File: src/rtl/step_control_if.sv
// Handshake bundle between the single-step controller and its board-side I/O.
// Signal suffixes are from the controller's point of view.
interface step_control_if;
    logic        slow_clk_i;
    logic        run_sw_i;
    logic        step_btn_i;
    logic        halt_req_i;
    logic        cpu_en_o;
    logic [1:0]  mode_o;
    logic [31:0] cycle_cnt_o;

    modport master (
        output slow_clk_i, run_sw_i, step_btn_i, halt_req_i,
        input  cpu_en_o, mode_o, cycle_cnt_o
    );

    modport slave (
        input  slow_clk_i, run_sw_i, step_btn_i, halt_req_i,
        output cpu_en_o, mode_o, cycle_cnt_o
    );
endinterface

File: src/rtl/step_control.sv
// Processor clock-enable gate: free-run, single-step and halt control driven by a slow tick.
// Optional macro STEP_CYCLE_COUNT_EN implements the saturating CpuEn pulse counter.
module step_control #(
    parameter int unsigned DebounceVal = 1000000
) (
    input  logic          clk,
    input  logic          rst_n,
    step_control_if.slave bus
);

    localparam int unsigned DbW  = 24;
    localparam int unsigned CycW = 32;

    typedef enum logic [1:0] {
        IDLE   = 2'b00,
        RUN    = 2'b01,
        ARMED  = 2'b10,
        HALTED = 2'b11
    } state_e;

    state_e         state_q, state_d;
    logic           cpu_en_q, cpu_en_d;
    logic           slow_s1_q, slow_s2_q, slow_prev_q, tick_q;
    logic [1:0]     fill_q;
    logic           tick_c;
    logic           btn_s1_q, btn_s2_q, db_q, db_d, db_prev_q;
    logic [DbW-1:0] db_cnt_q, db_cnt_d;
    logic           step_c;

    // Slow-clock sync and edge detect; prev follows stage 1 until the chain has filled,
    // so a level already high at reset release never looks like a rising edge.
    always_ff @(posedge clk or negedge rst_n) begin
        if (!rst_n) begin
            slow_s1_q   <= 1'b0;
            slow_s2_q   <= 1'b0;
            slow_prev_q <= 1'b0;
            fill_q      <= 2'd0;
            tick_q      <= 1'b0;
        end else begin
            slow_s1_q   <= bus.slow_clk_i;
            slow_s2_q   <= slow_s1_q;
            slow_prev_q <= (fill_q != 2'd2) ? slow_s1_q : slow_s2_q;
            if (fill_q != 2'd2) begin
                fill_q <= fill_q + 2'd1;
            end
            tick_q      <= tick_c;
        end
    end

    assign tick_c = slow_s2_q & ~slow_prev_q;

    // Button debounce: the level follows only after DebounceVal consecutive disagreeing cycles.
    always_comb begin
        db_d     = db_q;
        db_cnt_d = '0;
        if (btn_s2_q != db_q) begin
            if (db_cnt_q == DbW'(DebounceVal - 1)) begin
                db_d = btn_s2_q;
            end else begin
                db_cnt_d = db_cnt_q + DbW'(1);
            end
        end
    end

    always_ff @(posedge clk or negedge rst_n) begin
        if (!rst_n) begin
            btn_s1_q  <= 1'b0;
            btn_s2_q  <= 1'b0;
            db_q      <= 1'b0;
            db_prev_q <= 1'b0;
            db_cnt_q  <= '0;
        end else begin
            btn_s1_q  <= bus.step_btn_i;
            btn_s2_q  <= btn_s1_q;
            db_q      <= db_d;
            db_prev_q <= db_q;
            db_cnt_q  <= db_cnt_d;
        end
    end

    assign step_c = db_q & ~db_prev_q;

    always_ff @(posedge clk or negedge rst_n) begin
        if (!rst_n) begin
            state_q  <= IDLE;
            cpu_en_q <= 1'b0;
        end else begin
            state_q  <= state_d;
            cpu_en_q <= cpu_en_d;
        end
    end

    // Priority everywhere: halt, then run switch, then step event, then tick.
    always_comb begin
        state_d  = state_q;
        cpu_en_d = 1'b0;
        case (state_q)
            IDLE: begin
                if (bus.halt_req_i) begin
                    state_d = HALTED;
                end else if (bus.run_sw_i) begin
                    state_d = RUN;
                end else if (step_c) begin
                    state_d = ARMED;
                end
            end
            RUN: begin
                if (bus.halt_req_i) begin
                    state_d = HALTED;
                end else begin
                    cpu_en_d = tick_q;
                    if (!bus.run_sw_i) begin
                        state_d = IDLE;
                    end
                end
            end
            ARMED: begin
                if (bus.halt_req_i) begin
                    state_d = HALTED;
                end else if (bus.run_sw_i) begin
                    state_d  = RUN;
                    cpu_en_d = tick_q;
                end else if (tick_q) begin
                    state_d  = IDLE;
                    cpu_en_d = 1'b1;
                end
            end
            HALTED: begin
                if (!bus.run_sw_i && !bus.halt_req_i) begin
                    state_d = IDLE;
                end
            end
            default: state_d = IDLE;
        endcase
    end

    assign bus.cpu_en_o = cpu_en_q;
    assign bus.mode_o   = state_q;

`ifdef STEP_CYCLE_COUNT_EN
    logic [CycW-1:0] cycle_cnt_q, cycle_cnt_d;

    // Counts granted steps alongside the CpuEn register; sticks at all-ones.
    always_comb begin
        cycle_cnt_d = cycle_cnt_q;
        if (cpu_en_d && (cycle_cnt_q != {CycW{1'b1}})) begin
            cycle_cnt_d = cycle_cnt_q + CycW'(1);
        end
    end

    always_ff @(posedge clk or negedge rst_n) begin
        if (!rst_n) begin
            cycle_cnt_q <= '0;
        end else begin
            cycle_cnt_q <= cycle_cnt_d;
        end
    end

    assign bus.cycle_cnt_o = cycle_cnt_q;
`else
    assign bus.cycle_cnt_o = {CycW{1'b0}};
`endif

endmodule

File: src/flat_wrapper.sv
// flat-port wrapper written by rule: the top's interface ports become plain ports
module step_control_flat 
#(
    parameter int unsigned DebounceVal = 1000000
)
  (clk, rst_n, bus_slow_clk_i, bus_run_sw_i, bus_step_btn_i, bus_halt_req_i, bus_cpu_en_o, bus_mode_o, bus_cycle_cnt_o);
  step_control_if bus_i ();
  input  logic clk;
  input  logic rst_n;
  input wire logic [$bits(bus_i.slow_clk_i)-1:0] bus_slow_clk_i;
  input wire logic [$bits(bus_i.run_sw_i)-1:0] bus_run_sw_i;
  input wire logic [$bits(bus_i.step_btn_i)-1:0] bus_step_btn_i;
  input wire logic [$bits(bus_i.halt_req_i)-1:0] bus_halt_req_i;
  output wire logic [$bits(bus_i.cpu_en_o)-1:0] bus_cpu_en_o;
  output wire logic [$bits(bus_i.mode_o)-1:0] bus_mode_o;
  output wire logic [$bits(bus_i.cycle_cnt_o)-1:0] bus_cycle_cnt_o;
  assign bus_i.slow_clk_i = bus_slow_clk_i;
  assign bus_i.run_sw_i = bus_run_sw_i;
  assign bus_i.step_btn_i = bus_step_btn_i;
  assign bus_i.halt_req_i = bus_halt_req_i;
  assign bus_cpu_en_o = bus_i.cpu_en_o;
  assign bus_mode_o = bus_i.mode_o;
  assign bus_cycle_cnt_o = bus_i.cycle_cnt_o;
  step_control #(.DebounceVal(DebounceVal)) u_core (.clk(clk), .rst_n(rst_n), .bus(bus_i));
endmodule
File: config.mk
export PLATFORM = sky130hd
export DESIGN_NAME = step_control_flat
export DESIGN_NICKNAME = d
export VERILOG_FILES = /design/src/rtl/step_control_if.sv /design/src/rtl/step_control.sv /design/src/flat_wrapper.sv
export SDC_FILE = /design/constraint.sdc
export NUM_CORES = 1
export LEC_CHECK = 0
export BUFFER_PORTS_ARGS = -buffer_cell sky130_fd_sc_hd__clkbuf_2
export CAP_MARGIN = 5
export CORE_ASPECT_RATIO = 1.4
export CORE_MARGIN = 1.5
export CORE_UTILIZATION = 58
export CTS_CLUSTER_DIAMETER = 50
export CTS_CLUSTER_SIZE = 10
export DETAILED_ROUTE_END_ITERATION = 12
export PLACE_DENSITY = 0.91
export REMOVE_ABC_BUFFERS = 1
export SYNTH_ARGS = -nofsm -noshare
export SYNTH_HDL_FRONTEND = slang
export SYNTH_SLANG_ARGS = --single-unit
File: constraint.sdc
create_clock -name clk -period 3.2 [get_ports clk]
set_clock_uncertainty 0.1 [all_clocks]
set_input_delay 0 -clock clk [delete_from_list [all_inputs] [get_ports clk]]
set_output_delay 0 -clock clk [all_outputs]
set_load 0.05 [all_outputs]
==> results of run 1 <==
metrics by stage:
| stage | util | cell area (um^2) | total power [mW] | worst slack, ps |
|---|---|---|---|---|
| floorplan | - | 1957 | 0.7492 | 632.9 |
| global placement | 0.5993 | 2062 | 0.7943 | 877.3 |
| detailed placement | 0.5993 | 2062 | 0.8118 | 768.4 |
| CTS | 0.6498 | 2236 | 1.288 | 746.5 |
| global route | 0.6498 | 2236 | 1.341 | 625.2 |
| finish | 0.6498 | 2236 | 1.278 | 759.6 |
cell type report:
cell class | count | share of cell area
Multi-Input combinational cell | 149 | 0.4477
Clock buffer | 5 | 0.03078
Timing Repair Buffer | 14 | 0.04253
Clock inverter | 3 | 0.02910
Inverter | 8 | 0.01343
Tap cell | 40 | 0.02238
Sequential cell | 37 | 0.4141
power breakdown:
part | total (mW) | switching (mW) | leakage, nW | internal [mW]
combinational | 0.296 | 0.221 | 0.478 | 0.0748
clock | 0.472 | 0.163 | 0.0681 | 0.309
sequential | 0.510 | 0.0204 | 0.493 | 0.489
worst reg2reg max path, delay by kind of cell, from the launching register on:
kind                     cells  cell delay [ps]
adder cells (fa/ha/maj)      1              200
flip-flops                   1              400
AO/OA/AOI/OAI                2              770
AND/OR/NAND/NOR              2              540
buffers and inverters        1              320
cells by family after synthesis:
logic type,Yosys count
AND/OR/NAND/NOR,64
buffers and inverters,45
flip-flops,37
AO/OA/AOI/OAI,27
XOR/XNOR,15
adder cells (fa/ha/maj),7
multiplexers,4
other,1
synthesized netlist by cell type, types with 5 or more instances:
| cell type | n | area share |
|---|---|---|
| a21oi_1 | 7 | 0.016 |
| a21oi_2 | 6 | 0.025 |
| buf_4 | 33 | 0.12 |
| dfrtp_1 | 37 | 0.44 |
| ha_1 | 7 | 0.041 |
| inv_1 | 8 | 0.014 |
| nand2_1 | 7 | 0.012 |
| nand3_1 | 9 | 0.021 |
| nand4_1 | 5 | 0.015 |
| nor2_2 | 13 | 0.038 |
| o21ai_0 | 9 | 0.021 |
| or3_1 | 6 | 0.018 |
| xor2_1 | 12 | 0.049 |
cell usage in the layout (no fill, tap or decap), types with 4 or more instances in the layout:
master	Yosys	routed
clkbuf_2	0	8
nand2_1	7	7
conb_1	1	32
nand4_1	5	5
or3_1	6	6
o21ai_0	9	9
xor2_1	12	12
dfrtp_1	37	37
inv_1	8	8
clkbuf_8	0	5
ha_1	7	7
a21oi_1	7	7
nand3_1	9	9
nor2_2	13	13
a21oi_2	6	6
dlygate4sd3_1	0	4
layer usage:
metal,track usage,share of wire
met1,0.2527,0.39
met2,0.2892,0.52
met3,0.04762,0.054
met4,0.1000,0.032
met5,0,0
worst max path at each step:
stage,startpoint,end,depth (start not counted)
final,u_core.db_cnt_q[0],u_core.db_cnt_q[23],6
after global routing,u_core.db_cnt_q[0],u_core.db_cnt_q[14],6
after CTS,u_core.db_cnt_q[0],u_core.db_cnt_q[23],6
after detailed placement,u_core.db_cnt_q[0],u_core.db_cnt_q[23],6
after global placement,u_core.db_cnt_q[0],u_core.db_cnt_q[23],6
after floorplan,u_core.db_cnt_q[0],u_core.db_cnt_q[14],5
==> flow_metrics.tcl, run 1 <==
set metrics [dict create \
    cts_buffers 5 \
    grt_max_degree 38 \
    slew_violations 0 \
    fin_nets 228 \
    fmax_mhz 409.8 \
    multi_input_area_um2 1001 \
    whs_path_depth 4 \
    yosysWarnings 0 \
    synthSimpleGateAreaFrac 0.2006 \
    largest_reg_flops 24 \
    max_flop_register "u_core.db_cnt_q" \
    fillerInstances 282 \
    synth_top_family_by_area "simple AND/OR/NAND/NOR gates" \
    synth_fa_ha_area_frac 0.04118 \
    ys.flop_type "dfrtp_1" \
    dp_hpwl_um 2450 \
    crit_slowest_cell "o41ai_4" \
    placed_cells 244 \
    power.leakage_nw 1.039 \
    gp_congestion 0.7862 \
    regArea_um2 925.9 \
    die-width_um 54.18 \
    grtUsageTotal 0.1914 \
    synthArstFlopShare 1.000 \
    fp-row-count 25 \
    yosysSeqAreaShare 0.4353 \
    post_drt_wl_per_cell_um 13.05 \
    rsz0062_at_grt "false" \
    worstRegToRegCells 6 \
    cts_tree "yes" \
    antenna_found_initial 0 \
    area_growth_pct 5.117 \
    post_cts_buffers 0 \
    cp_num_buf_inv 1 \
    max_cap_viol_count 0 \
    diodes 0 \
    drt_wl_total_um 3342 \
    period_share 0.7626 \
    io_buffers 8 \
    hold_class "in2reg" \
    start_util 0.6182 \
    core_area_um2 3441 \
    htree_levels 2 \
    grt_pass1_wl_um 5568 \
    totalNegativeSetupSlack_ps 0 \
    criticalPathCategory "reg2reg" \
    clock_sinks 37 \
    viasPerCell 5.367 \
    overflow 0 \
    yosysUniqueCellTypes 37 \
    postCtsHoldBufs 4 \
    critPathTopFamily "compound AO/OA/AOI/OAI gates" \
    end_kind "flop" \
    critPathLaunchType "flop" \
    insertion_delay_ps 290 \
    ant_nets 0 \
    synth-seq-cells 37 \
    muxShareOfSynthArea 0.02118 \
    r2r-end "u_core.db_cnt_q[23]" \
    clk_pin_slew_ps 70 \
    stdcell_count 256 \
    crit_required_ps 3270 \
    holdWs_ps 146.0 \
    worstPathCellList "ha_1, and3_1, nand4_2, o41ai_4, buf_4, a21oi_1" \
    syn_inst 200 \
    cpPeakStageDelay_ps 700 \
    rr_startpoint "u_core.db_cnt_q[0]" \
    drt_iter0_markers 35 \
    arrival_ps 2510 \
    min_from "bus_run_sw_i" \
    synth_xor_area_frac 0.06176 \
    ioPinCount 41 \
    layout-drive-gt1-share 0.2222 \
    die_area_um2 4045 \
    syn_area_per_cell_um2 10.64 \
    worstMarginPinSlew_ps 872.5 \
    clock_path_buffers 2 \
    synth-compound-area-share 0.08941 \
    cp_max_fo 10 \
    status "finished clean" \
    drtPass1Iterations 4 \
    r2r_slack_ps 760 \
    first_global_vias 1206 \
    vias 1374 \
    peakVddDrop_uv 555.8 \
    hold_viol 0 \
    power.density_nw_per_um2 571.5 \
    slew_headroom 0.4183 \
    layout_min_cycle_time_ps 2440 \
    cts.repair.resized 0 \
    synth_edf_count 0 \
    setup_violations 0 \
    synth_area_um2 2127 \
    hold_path_end "u_core.bus.mode_o[0]" \
    route.detailed.drc 0 \
    die_h_um 74.66 \
    clockRootBuffer "clkbuf_8" \
]
(Power assumes the default switching activity.)
==> inputs of run 2 (changes only) <==
--- a/config.mk
+++ b/config.mk
@@ -5,15 +5,16 @@
 export SDC_FILE = /design/constraint.sdc
 export NUM_CORES = 1
 export LEC_CHECK = 0
+export ABC_AREA = 1
 export BUFFER_PORTS_ARGS = -buffer_cell sky130_fd_sc_hd__clkbuf_2
 export CAP_MARGIN = 5
 export CORE_ASPECT_RATIO = 1.4
 export CORE_MARGIN = 1.5
-export CORE_UTILIZATION = 58
+export CORE_UTILIZATION = 50
 export CTS_CLUSTER_DIAMETER = 50
 export CTS_CLUSTER_SIZE = 10
 export DETAILED_ROUTE_END_ITERATION = 12
-export PLACE_DENSITY = 0.91
+export PLACE_DENSITY = 0.84
 export REMOVE_ABC_BUFFERS = 1
 export SYNTH_ARGS = -nofsm -noshare
 export SYNTH_HDL_FRONTEND = slang
==> constraint.sdc (replaced) <==
create_clock -name clk -period 2.1 [get_ports clk]
set_clock_uncertainty 0.1 [all_clocks]
set_input_delay 0 -clock clk [delete_from_list [all_inputs] [get_ports clk]]
set_output_delay 0 -clock clk [all_outputs]
set_load 0.05 [all_outputs]
==> run 2 against run 1 <==
Effect of this change:
- sequential share of layout area down 3.4 points
- critical path depth up 2
- die area increased by 24%
- clock-buffer cell count stayed put
- critical path type unchanged
- largest cell class unchanged
==> flow_metrics.tcl, run 2 <==
set metrics [dict create \
    status "finished clean" \
    rr_startpoint "u_core.db_cnt_q[0]" \
    cp_max_fo 4 \
    synth_top_family_by_area "simple AND/OR/NAND/NOR gates" \
    dp_hpwl_um 3222 \
    viasPerCell 4.763 \
    post_drt_wl_per_cell_um 11.68 \
    grt_max_degree 38 \
    hold_path_end "u_core.slow_s1_q" \
    total_power_mw 1.836 \
    io_buffers 8 \
    vias 1786 \
    critPathLaunchType "flop" \
    drt_iter0_markers 82 \
    grtUsageTotal 0.2024 \
    max_cap_viol_count 0 \
    synth_xor_area_frac 0.05295 \
    cts_buffers 5 \
    syn_area_per_cell_um2 7.797 \
    worstMarginPinSlew_ps 915.1 \
    holdWs_ps 235.8 \
    grt_use_met2 0.3221 \
    criticalPathCategory "reg2reg" \
    peakVddDrop_uv 413.9 \
    totalNegativeSetupSlack_ps 0 \
    slew_violations 0 \
    final_cell_mix "nor2_1, nand2_1, dfrtp_1, conb_1, inv_1" \
    crit_start "u_core.db_cnt_q[0]" \
    start_util 0.5136 \
    layout-drive-gt1-share 0.09585 \
    yosysWarnings 0 \
    synth_edf_count 0 \
    yosys-top-cells-count "nor2_1, nand2_1, dfrtp_1" \
    ys.flop_type "dfrtp_1" \
    die_area_um2 5005 \
    yosysUniqueCellTypes 24 \
    min_from "bus_slow_clk_i" \
    clock_path_buffers 2 \
    gp_congestion 1.033 \
    postLayoutCellArea_um2 2437 \
    synth_fa_ha_area_frac 0.03821 \
    die_h_um 83.11 \
    synthArstFlopShare 1.000 \
    core_area_um2 4463 \
    first_global_vias 1722 \
    hold_class "in2reg" \
    rsz0062_at_grt "false" \
    cts_tree "yes" \
    route.detailed.drc 0 \
    area_growth_pct 6.332 \
    slew_headroom 0.3899 \
    synthSimpleGateAreaFrac 0.3128 \
    ioPinCount 41 \
    r2r-end "u_core.db_cnt_q[18]" \
    crit_required_ps 2200 \
    htree_levels 2 \
    period_share 0.7616 \
    synth.most_common_cell "nor2_1" \
    clockRootBuffer "clkbuf_8" \
    met3_usage 0.05452 \
    power.leakage_nw 1.151 \
    whs_path_depth 2 \
    syn_inst 294 \
    hold_viol 0 \
    ant_nets 0 \
    grt_pass1_wl_um 7514 \
    drt_wl_total_um 4380 \
    synth-compound-area-share 0.03493 \
    largest_reg_flops 24 \
    power.internal_mw 1.193 \
    arrival_ps 1700 \
    synth_top_area_cell "dfrtp_1" \
    fmax_mhz 625.2 \
    synth_area_leaders "dfrtp_1, buf_4, nor2_1" \
    worstRegToRegCells 8 \
    stdcell_count 375 \
    fp-row-count 29 \
    setup_violations 0 \
    placed_cells 362 \
    end_kind "flop" \
    final_common_cell "nor2_1" \
    synth_top_area_share 0.4039 \
    power_frac_clock 0.344 \
    p_sw_mw 0.6428 \
    muxShareOfSynthArea 0 \
    layout_min_cycle_time_ps 1599 \
    clock_sinks 37 \
    insertion_delay_ps 300 \
    fin_nets 325 \
    antenna_found_initial 0 \
    synth_area_um2 2292 \
    p_seq_frac 0.421 \
    grtUsageMet1 0.2433 \
    r2r_slack_ps 500 \
    clk_pin_slew_ps 80 \
    overflow 0 \
    power.density_nw_per_um2 753.3 \
    grt-busiest-layer "met2" \
    drtPass1Iterations 4 \
    pwr-share-comb 0.235 \
    swShare 0.3501 \
    diodes 0 \
    synth-seq-cells 37 \
    placed_cell_area_um2 2275 \
    die-width_um 60.23 \
    yosysSeqAreaShare 0.4039 \
    max_flop_register "u_core.db_cnt_q" \
]
## run 2: critical path, stage by stage, from the launching register on
cell and delay, ps:
dfrtp_1 390, ha_1 220, nand2_2 90, nor2_4 140
nand2_1 140, nor2_1 190, nand3_1 90, nand3_1 70
nor2_1 40
## run 2: worst max-delay path by stage
stage,end,slack (ps)
floorplan,u_core.bus.mode_o[0],490
global placement,u_core.db_cnt_q[18],590
detailed placement,u_core.db_cnt_q[18],530
CTS,u_core.db_cnt_q[18],500
global route,u_core.db_cnt_q[18],360
finish,u_core.db_cnt_q[18],500
## run 2: what timing repair did
item | 4_1_cts | 5_1_grt
endpoints found under the hold margin | 41 | 0
hold buffers | 5 | 0
setup buffers | 0 | 0
resized for setup | 0 | 0
## run 2: metal layers
layer,vias up,wire length [um]
met5,-,0
met4,0,164
met3,18,254
met2,65,2228
met1,820,1732
li1,883,-
## run 2: power groups by stage
| stage | logic [mW] | clock network [mW] | registers [mW] |
|---|---|---|---|
| floorplan | 0.268 | 0 | 0.859 |
| global placement | 0.416 | 0 | 0.786 |
| detailed placement | 0.423 | 0 | 0.788 |
| CTS | 0.433 | 0.639 | 0.774 |
| global route | 0.480 | 0.673 | 0.780 |
| finish | 0.432 | 0.631 | 0.772 |
## run 2: final cells by class
| cell class | count | area (um^2) |
|---|---|---|
| sequential | 37 | 925.9 |
| inverter | 28 | 105.1 |
| clock inverter | 3 | 43.79 |
| clock buffer | 5 | 68.82 |
| fill | 424 | 2026 |
| tap | 62 | 77.57 |
| timing repair buffer | 13 | 90.09 |
| multi-input combinational | 227 | 1126 |
## run 2: metrics by stage
stage | setup WS [ps] | utilization
after floorplan | 490.9 | -
after global placement | 591.4 | 0.5097
after detailed placement | 527.0 | 0.5097
after CTS | 503.1 | 0.5461
after global routing | 360.6 | 0.5461
final | 500.6 | 0.5461
## run 2: kinds of logic (layout without fill, tap and decap cells)
| family | Yosys count | after routing |
|---|---|---|
| buf+inv | 61 | 49 |
| other cells | 1 | 32 |
| xor+xnor | 13 | 13 |
| fa+ha+maj | 7 | 7 |
| compound gates | 16 | 16 |
| simple gates | 159 | 159 |
| flops | 37 | 37 |
==> inputs of run 3 (changes only) <==
--- a/config.mk
+++ b/config.mk
@@ -10,11 +10,11 @@
 export CAP_MARGIN = 5
 export CORE_ASPECT_RATIO = 1.4
 export CORE_MARGIN = 1.5
-export CORE_UTILIZATION = 50
+export CORE_UTILIZATION = 56
 export CTS_CLUSTER_DIAMETER = 50
 export CTS_CLUSTER_SIZE = 10
 export DETAILED_ROUTE_END_ITERATION = 12
-export PLACE_DENSITY = 0.84
+export PLACE_DENSITY = 0.88
 export REMOVE_ABC_BUFFERS = 1
 export SYNTH_ARGS = -nofsm -noshare
 export SYNTH_HDL_FRONTEND = slang
==> constraint.sdc (replaced) <==
create_clock -name clk -period 1.5 [get_ports clk]
set_clock_uncertainty 0.1 [all_clocks]
set_input_delay 0 -clock clk [delete_from_list [all_inputs] [get_ports clk]]
set_output_delay 0 -clock clk [all_outputs]
set_load 0.05 [all_outputs]
==> run 3 against run 2 <==
Effect of this change:
- critical path type unchanged
- clock power is 43% higher
- sequential power is 40% higher
- first-iteration DRC count is 1.2% lower
- highest routed layer unchanged
- cell count is 1.3% lower
==> flow_metrics.tcl, run 3 (synthesized netlist as in run 2, its figures left out) <==
set metrics [dict create \
    status "finished clean" \
    setup_slack_ps 6.998 \
    core_area_um2 3919 \
    period_share 0.9953 \
    max_flop_register "u_core.db_cnt_q" \
    crit_required_ps 1580 \
    route.detailed.drc 0 \
    swShare 0.3433 \
    grtUsageTotal 0.2204 \
    io_buffers 8 \
    slew_violations 0 \
    drt_wl_total_um 4514 \
    final_cell_mix "nand2_1, nor2_1, dfrtp_1, conb_1, inv_1" \
    postLayoutCellArea_um2 2557 \
    hold_class "in2reg" \
    wl_met2_um 2355 \
    clk_pin_slew_ps 70 \
    largest_reg_flops 24 \
    die_area_um2 4491 \
    clock_sinks 37 \
    setup.worst_path.end "u_core.db_cnt_q[22]" \
    p_seq_frac 0.408 \
    fp-row-count 27 \
    worst-path-stages 8 \
    cts_tree "yes" \
    antenna_found_initial 0 \
    total_power_mw 2.654 \
    cts_buffers 5 \
    crit_slowest_cell "dfrtp_1" \
    power.internal_mw 1.743 \
    drt_iter0_markers 81 \
    viasPerCell 4.903 \
    grt_max_degree 38 \
    vias 1814 \
    cpPeakStageDelay_ps 380 \
    die_h_um 78.70 \
    die-width_um 57.07 \
    worstRegToRegCells 8 \
    ioPinCount 41 \
    clockRootBuffer "clkbuf_8" \
    overflow 0 \
    dp_hpwl_um 3341 \
    grt_pass1_wl_um 7555 \
    wl_met1_um 1783 \
    totalNegativeSetupSlack_ps 0 \
    placed_cell_area_um2 2326 \
    top_layer "met4" \
    final_common_cell "nand2_1" \
    setup_violations 0 \
    start_util 0.5849 \
    worstPathCellList "ha_2, nand2_2, nor2_4, nand2_4, nor2_4, nand3_4, nand2_4, a21oi_1" \
    layout_min_cycle_time_ps 1493 \
    pwr-share-comb 0.251 \
    wl_met3_um 176 \
    holdWs_ps 17.23 \
    power.density_nw_per_um2 1038 \
    arrival_ps 1570 \
    r2r_slack_ps 7 \
    r2r-end "u_core.db_cnt_q[22]" \
    criticalPathCategory "reg2reg" \
    post_drt_wl_per_cell_um 12.20 \
    area_growth_pct 11.57 \
    gp_congestion 0.9755 \
    p_sw_mw 0.9111 \
    insertion_delay_ps 290 \
    end_kind "flop" \
    critPathTopFamily "simple AND/OR/NAND/NOR gates" \
    critPathLaunchType "flop" \
    diodes 0 \
    fmax_mhz 669.8 \
    crit_start "u_core.db_cnt_q[1]" \
    first_global_vias 1750 \
    max_cap_viol_count 0 \
    rsz0062_at_grt "true" \
    clock_path_buffers 2 \
    drtPass1Iterations 4 \
    cp_num_buf_inv 0 \
    ant_nets 0 \
    power.leakage_nw 1.220 \
    min_from "bus_run_sw_i" \
    rr_startpoint "u_core.db_cnt_q[1]" \
    hold_viol 0 \
    htree_levels 2 \
    pre_cts_ws_ps -7.208 \
    cp_max_fo 7 \
    layout-drive-gt1-share 0.1804 \
    peakVddDrop_uv 999.8 \
    power_frac_clock 0.341 \
    fin_nets 339 \
]
==> run 3: worst min-delay path, stage by stage <==
cell and delay, ps:
clkbuf_2 80, inv_1 60, o21ai_0 70, nand2_1 60, nand2_1 40, o21ai_0 60
==> run 3: power groups by stage <==
| stage | combinational [mW] | sequential [mW] | clock [mW] |
|---|---|---|---|
| floorplan | 0.376 | 1.20 | 0 |
| global placement | 0.586 | 1.10 | 0 |
| detailed placement | 0.611 | 1.11 | 0 |
| CTS | 0.627 | 1.08 | 0.904 |
| global route | 0.728 | 1.09 | 0.952 |
| finish | 0.665 | 1.08 | 0.905 |
==> run 3: per-stage QoR <==
step	util	instances
floorplan	-	292
global placement	0.5936	353
detailed placement	0.5936	353
CTS	0.6354	366
global route	0.6526	370
finish	0.6526	370
==> run 3: what timing repair did <==
item	CTS	global route
hold endpoints to repair	40	0
gates resized for setup	0	17
endpoints found under the setup margin	4	22
buffers inserted	1	4
hold buffers	4	0
==> run 3: layer usage <==
layer  GRT usage  vias to the layer above
met2      0.3770                       61
met4      0.1442                        0
li1            -                      905
met3     0.04397                       17
met1      0.2436                      831
met5           0                        -
==> run 3: worst min path at each step <==
stage / depth (start not counted) / endpoint / slack (ps)
global placement: 2 / u_core.db_cnt_q[15] / -40
floorplan: 0 / u_core.btn_s1_q / -400
finish: 6 / u_core.bus.mode_o[1] / 20
global route: 6 / u_core.bus.mode_o[1] / 120
CTS: 6 / u_core.bus.mode_o[1] / 20
detailed placement: 2 / u_core.db_cnt_q[13] / -30
==> run 3: area by class of cell <==
class | count | area (um^2)
Clock buffer | 7 | 86.33
Multi-Input combinational cell | 227 | 1161
Tap cell | 43 | 53.80
Timing Repair Buffer | 27 | 192.7
Fill cell | 322 | 1361
Clock inverter | 1 | 30.03
Inverter | 28 | 105.1
Sequential cell | 37 | 928.4
